--- src/rtl/surf_event_merger.sv ---
// surf_event_merger: packet-granular round-robin merger of the per-SURF byte
// streams into one header-tagged event stream, with a per-packet length watchdog.
module surf_event_merger #(
  parameter int unsigned NSURF   = 7,
  parameter logic [3:0]  HDR_TAG = 4'hA,
  parameter int unsigned MAX_LEN = 4096
) (
  input  logic             sysclk_i,
  input  logic             rst_i,
  input  logic [NSURF-1:0] enable_i,
  input  logic [7:0]       s_s0_tdata,
  input  logic             s_s0_tvalid,
  output logic             s_s0_tready,
  input  logic             s_s0_tlast,
  input  logic [7:0]       s_s1_tdata,
  input  logic             s_s1_tvalid,
  output logic             s_s1_tready,
  input  logic             s_s1_tlast,
  input  logic [7:0]       s_s2_tdata,
  input  logic             s_s2_tvalid,
  output logic             s_s2_tready,
  input  logic             s_s2_tlast,
  input  logic [7:0]       s_s3_tdata,
  input  logic             s_s3_tvalid,
  output logic             s_s3_tready,
  input  logic             s_s3_tlast,
  input  logic [7:0]       s_s4_tdata,
  input  logic             s_s4_tvalid,
  output logic             s_s4_tready,
  input  logic             s_s4_tlast,
  input  logic [7:0]       s_s5_tdata,
  input  logic             s_s5_tvalid,
  output logic             s_s5_tready,
  input  logic             s_s5_tlast,
  input  logic [7:0]       s_s6_tdata,
  input  logic             s_s6_tvalid,
  output logic             s_s6_tready,
  input  logic             s_s6_tlast,
  output logic [7:0]       m_ev_tdata,
  output logic             m_ev_tvalid,
  input  logic             m_ev_tready,
  output logic             m_ev_tlast,
  output logic             busy_o,
  output logic [2:0]       current_o,
  output logic             trunc_o,
  output logic [15:0]      pkt_count_o,
  output logic [15:0]      err_count_o
);

  typedef enum logic [1:0] {IDLE, HDR, DATA, FLUSH} state_e;

  localparam logic [15:0] LAST_BEAT = 16'(MAX_LEN - 1);
  localparam logic [2:0]  PTR_RST   = 3'(NSURF - 1);
  localparam logic [3:0]  NSURF_W   = 4'(NSURF);

  state_e      state_q, state_d;
  logic [2:0]  sel_q, sel_d;
  logic [2:0]  ptr_q, ptr_d;
  logic [15:0] beatCnt_q, beatCnt_d;
  logic [15:0] pktCnt_q, pktCnt_d;
  logic [15:0] errCnt_q, errCnt_d;
  logic        trunc_q, trunc_d;

  logic [7:0] srcData [8];
  logic [7:0] srcValid;
  logic [7:0] srcLast;
  logic [7:0] srcReady;
  logic [7:0] req;
  logic [3:0] candSum;
  logic [2:0] hitIdx;
  logic       hit;
  logic       selValid;
  logic       selLast;
  logic [7:0] selData;

  // Slot 7 is tied permanently idle so every 3-bit index is legal.
  assign srcData[0] = s_s0_tdata;
  assign srcData[1] = s_s1_tdata;
  assign srcData[2] = s_s2_tdata;
  assign srcData[3] = s_s3_tdata;
  assign srcData[4] = s_s4_tdata;
  assign srcData[5] = s_s5_tdata;
  assign srcData[6] = s_s6_tdata;
  assign srcData[7] = 8'h00;
  assign srcValid = {1'b0, s_s6_tvalid, s_s5_tvalid, s_s4_tvalid,
                     s_s3_tvalid, s_s2_tvalid, s_s1_tvalid, s_s0_tvalid};
  assign srcLast  = {1'b0, s_s6_tlast, s_s5_tlast, s_s4_tlast,
                     s_s3_tlast, s_s2_tlast, s_s1_tlast, s_s0_tlast};

  assign s_s0_tready = srcReady[0];
  assign s_s1_tready = srcReady[1];
  assign s_s2_tready = srcReady[2];
  assign s_s3_tready = srcReady[3];
  assign s_s4_tready = srcReady[4];
  assign s_s5_tready = srcReady[5];
  assign s_s6_tready = srcReady[6];

  // Walk the ring from farthest to nearest so the nearest requester after ptr wins.
  always_comb begin
    req = '0;
    req[NSURF-1:0] = enable_i & srcValid[NSURF-1:0];
    hit = 1'b0;
    hitIdx = '0;
    candSum = '0;
    for (int k = NSURF; k >= 1; k--) begin
      candSum = {1'b0, ptr_q} + 4'(k);
      if (candSum >= NSURF_W) candSum = candSum - NSURF_W;
      if (req[candSum[2:0]]) begin
        hit = 1'b1;
        hitIdx = candSum[2:0];
      end
    end
  end

  always_comb begin
    state_d = state_q;
    sel_d = sel_q;
    ptr_d = ptr_q;
    beatCnt_d = beatCnt_q;
    pktCnt_d = pktCnt_q;
    errCnt_d = errCnt_q;
    trunc_d = 1'b0;
    srcReady = '0;
    m_ev_tvalid = 1'b0;
    m_ev_tdata = 8'h00;
    m_ev_tlast = 1'b0;
    selValid = srcValid[sel_q];
    selLast = srcLast[sel_q];
    selData = srcData[sel_q];
    case (state_q)
      IDLE: begin
        if (hit) begin
          sel_d = hitIdx;
          beatCnt_d = '0;
          state_d = HDR;
        end
      end
      HDR: begin
        m_ev_tvalid = 1'b1;
        m_ev_tdata = {HDR_TAG, 1'b0, sel_q};
        if (m_ev_tready) state_d = DATA;
      end
      DATA: begin
        m_ev_tvalid = selValid;
        m_ev_tdata = selData;
        m_ev_tlast = selLast | (beatCnt_q == LAST_BEAT);
        srcReady[sel_q] = m_ev_tready;
        if (selValid && m_ev_tready) begin
          beatCnt_d = beatCnt_q + 16'd1;
          if (selLast) begin
            state_d = IDLE;
            ptr_d = sel_q;
            if (pktCnt_q != 16'hFFFF) pktCnt_d = pktCnt_q + 16'd1;
          end else if (beatCnt_q == LAST_BEAT) begin
            trunc_d = 1'b1;
            if (errCnt_q != 16'hFFFF) errCnt_d = errCnt_q + 16'd1;
            state_d = FLUSH;
          end
        end
      end
      FLUSH: begin
        // Drain the remainder of a runaway packet without forwarding it.
        srcReady[sel_q] = 1'b1;
        if (selValid && selLast) begin
          state_d = IDLE;
          ptr_d = sel_q;
        end
      end
      default: state_d = IDLE;
    endcase
  end

  always_ff @(posedge sysclk_i or posedge rst_i) begin
    if (rst_i) begin
      state_q <= IDLE;
      sel_q <= '0;
      ptr_q <= PTR_RST;
      beatCnt_q <= '0;
      pktCnt_q <= '0;
      errCnt_q <= '0;
      trunc_q <= 1'b0;
    end else begin
      state_q <= state_d;
      sel_q <= sel_d;
      ptr_q <= ptr_d;
      beatCnt_q <= beatCnt_d;
      pktCnt_q <= pktCnt_d;
      errCnt_q <= errCnt_d;
      trunc_q <= trunc_d;
    end
  end

  assign busy_o = (state_q != IDLE);
  assign current_o = sel_q;
  assign trunc_o = trunc_q;
  assign pkt_count_o = pktCnt_q;
  assign err_count_o = errCnt_q;

endmodule

--- config.mk ---
export PLATFORM = sky130hd
export DESIGN_NAME = surf_event_merger
export DESIGN_NICKNAME = d
export VERILOG_FILES = /design/src/rtl/surf_event_merger.sv
export SDC_FILE = /design/constraint.sdc
export NUM_CORES = 1
export LEC_CHECK = 0
export CAP_MARGIN = 40
export CORE_MARGIN = 8
export CORE_UTILIZATION = 37
export DETAILED_ROUTE_END_ITERATION = 16
export GPL_TIMING_DRIVEN = 0
export MAX_ROUTING_LAYER = met4
export PLACE_DENSITY_LB_ADDON = 0.2
export SLEW_MARGIN = 5
export SYNTH_ARGS = -nofsm -noshare
export SYNTH_HDL_FRONTEND = slang
export SYNTH_SLANG_ARGS = --single-unit
--- constraint.sdc ---
create_clock -name sysclk_i -period 4.1 [get_ports sysclk_i]
set_input_delay 0.82 -clock sysclk_i [delete_from_list [all_inputs] [get_ports sysclk_i]]
set_output_delay 0.82 -clock sysclk_i [all_outputs]
set_load 0.02 [all_outputs]
==> metrics.cfg <==
[die]
num_rows = 44
start_util_pct = 37.5
fp.dieArea_mm2 = 0.0187
core_area_mm2 = 0.0144
die_h_um = 137
pin_count = 134
dieWidth_um = 137

[sta]
fin_ws_ps = 170
fin_crit_ps = 3930
fin_crit_sh_pct = 95.8
setup_viol = 0
finalMaxSlewViolations = 0
fin_skew_ps = 5.15
tns_ps = 0
worst_slew_pin_slew_ps = 699
relSlewSlack_pct = 53.3
hold_viol = 0
fmax_mhz = 254

[yosys]
synthTopCellsByArea = dfrtp_1 (26%), mux4_2 (4.6%), mux2i_1 (4.5%)
async_flop_share_pct = 100
synth-seq-cells = 57
synth_cell_type_count = 79
yosysSeqAreaShare_pct = 26.5
ys.flop_type = dfrtp_1
syn_area_per_cell_um2 = 8.53
postSynthCellCount = 632
synth_top_area_share_pct = 25.5
synth_area_mm2 = 0.00539
ys.warnings.count = 0
synth_edf_count = 0
synth_largest_area_cell = dfrtp_1
synth_common_cells = nand2_1 (58), dfrtp_1 (55), nor2_1 (50), a21oi_1 (38), nand3_1 (29)
yosysMostFrequentCell = nand2_1
syn_nets = 732

[placed_design]
hpwlAfterDp_um = 14500
gp_congestion = 0.980
port_buffers = 133
dp_slack_ps = -458
place_area_mm2 = 0.00698

[cells_and_area]
fin_nets = 895
fillCellCount = 1303
postLayoutCellArea_mm2 = 0.00762
antennaDiodeCount = 0
drive_gt1_share_pct = 13.9
area_growth_pct = 41.3
fin_util_pct = 53.0

[critical_path]
worst_path_max_delay_cell = dfstp_2
crit_arrival_ps = 4180
cp-end-kind = flop
path_common_cell = buf_6
critical-path-max-stage-delay_ps = 570
cp_cell_sequence = buf_6 > clkinvlp_4 > ha_1 > buf_2 > nand3b_1 > a21boi_4 > mux4_2 > a311oi_4 > nor3_4 > and4_4 > buf_6 > or4_1 > a21oi_1
critPathTopFamily = simple AND/OR/NAND/NOR gates
crit_buf_inv = 4
crit_fanout = 10
cp.required_ps = 4350
start_kind = flop
path_class = reg -> reg

[clock_tree]
cts-root-buf = clkbuf_16
cts.sinks = 57
cts_tree = built
cts_inserted_buffers = 9
h-tree-depth = 3
ctsHoldBuffers = 0
insertion_delay_ps = 320
cts.clk_slew.worst_paths_ps = 50
cts_buffer_depth = 2

[power_and_ir_drop]
p_sw_mw = 3.16
ir_drop_v = 0.000606
combPwrFrac_pct = 77.1
intPower_mw = 3.10
pwr-share-seq_pct = 11.2
p_clk_share_pct = 11.7
p_leak_nw = 3.04
swShare_pct = 50.5
pwr_density_cell_mw_per_mm2 = 821

[route]
dr.pass1.iters = 7
dr.first_iter.drc_count = 468
drc = 0
routedWlPerCell_um = 19.3
vias = 5847
totalWireLength_um = 19000
via_per_inst = 5.94
drtAntennaViolNets = 0

[run]
maxCapViolations = 0

[global_route]
grt_overflow = 0
antenna_found_initial = 0
grt_max_degree = 38
track_usage_pct = 20.1
grt_pass1_vias = 5581
grt_pass1_wl_um = 29300

[worst_hold_path]
hold_class = reg -> reg

[run_status]
status = completed

-- area by class of cell --
| type | count | area (um2) | share of cell area, % |
|---|---|---|---|
| Buffer | 34 | 185 | 2.43 |
| Clock buffer | 10 | 229 | 3.00 |
| Clock inverter | 6 | 68.8 | 0.903 |
| Inverter | 18 | 78.8 | 1.03 |
| Multi-Input combinational cell | 520 | 3890 | 51.1 |
| Sequential cell | 57 | 1430 | 18.8 |
| Tap cell | 184 | 230 | 3.02 |
| Timing Repair Buffer | 155 | 1510 | 19.8 |
-- placed cells by master (no fill, tap or decap), types with 5 or more instances in the layout --
| cell | netlist | routed |
|---|---|---|
| a211oi_1 | 5 | 5 |
| a21oi_1 | 38 | 38 |
| a31oi_1 | 11 | 10 |
| and3_1 | 11 | 11 |
| and4_1 | 10 | 10 |
| buf_2 | 7 | 8 |
| buf_4 | 1 | 22 |
| clkbuf_1 | 20 | 14 |
| clkbuf_16 | 0 | 9 |
| clkdlybuf4s50_1 | 0 | 133 |
| dfrtp_1 | 55 | 55 |
| ha_1 | 19 | 18 |
| inv_1 | 16 | 12 |
| mux2_2 | 8 | 8 |
| mux2i_1 | 24 | 21 |
| mux4_2 | 11 | 11 |
| nand2_1 | 58 | 58 |
| nand2b_1 | 7 | 7 |
| nand3_1 | 29 | 29 |
| nand4_1 | 16 | 16 |
| nor2_1 | 50 | 49 |
| nor2b_1 | 14 | 13 |
| nor3_1 | 9 | 8 |
| nor4_1 | 7 | 7 |
| o211ai_1 | 14 | 14 |
| o21ai_0 | 19 | 19 |
| o21ai_1 | 7 | 7 |
| o31ai_1 | 15 | 15 |
| or4_1 | 13 | 13 |
| xnor2_1 | 21 | 19 |
| xor2_1 | 16 | 16 |
-- layer usage --
layer  GRT usage (%)  share of wire, %  vias to the layer above
met3            2.61               5.4                       45
met5               -                 0                        -
met1            24.7                41                     2833
li1                -                 -                     2717
met4            6.89               2.8                        0
met2            33.3                51                      252
-- worst paths after layout --
path                                       end  slack (ps)           start  depth (start not counted)
worst min-delay path            err_count_o[7]         490  err_count_o[7]                          1
worst max-delay path              beatCnt_q[3]         170        ptr_q[2]                         13
worst min register to register  err_count_o[7]         490  err_count_o[7]                          1
min in group asynchronous       pkt_count_o[6]         840           rst_i                          2
worst max register to register    beatCnt_q[3]         170        ptr_q[2]                         13
max in group asynchronous             ptr_q[2]        2660           rst_i                          3
-- power by group through the flow --
stage	clock network, mW	logic (mW)	registers [mW]
after floorplan	0	3.01	0.715
after global placement	0	4.10	0.708
after detailed placement	0	4.17	0.711
after CTS	0.748	4.36	0.712
after global routing	0.775	5.18	0.708
final	0.730	4.83	0.700
-- state kept, by name, indices dropped and copies added (netlist names) --
register and count:
ptr_q 3, pkt_count_o 16, current_o 3, trunc_o 1
beatCnt_q 16, err_count_o 16, state_q 2
-- timing repair --
| action | 4_1_cts | 5_1_grt |
|---|---|---|
| pin swaps | 3 | 3 |
| resized for setup | 15 | 32 |
| buffers inserted | 9 | 11 |
| setup endpoints to repair | 28 | 26 |
-- through the flow --
step	total power, mW	hold slack [ps]	cells
after floorplan	3.72	461	632
after global placement	4.80	477	949
after detailed placement	4.88	483	951
after CTS	5.82	492	976
after global routing	6.66	511	984
final	6.26	486	984
-- cells by family after synthesis --
family / Yosys count / share of synthesized area, %
mux: 47 / 11.6
xor+xnor: 40 / 6.91
compound gates: 168 / 22.1
flops: 57 / 26.5
buf+inv: 55 / 4.48
fa+ha+maj: 20 / 4.78
simple gates: 245 / 23.7
Power figures use the tool's default switching activity.
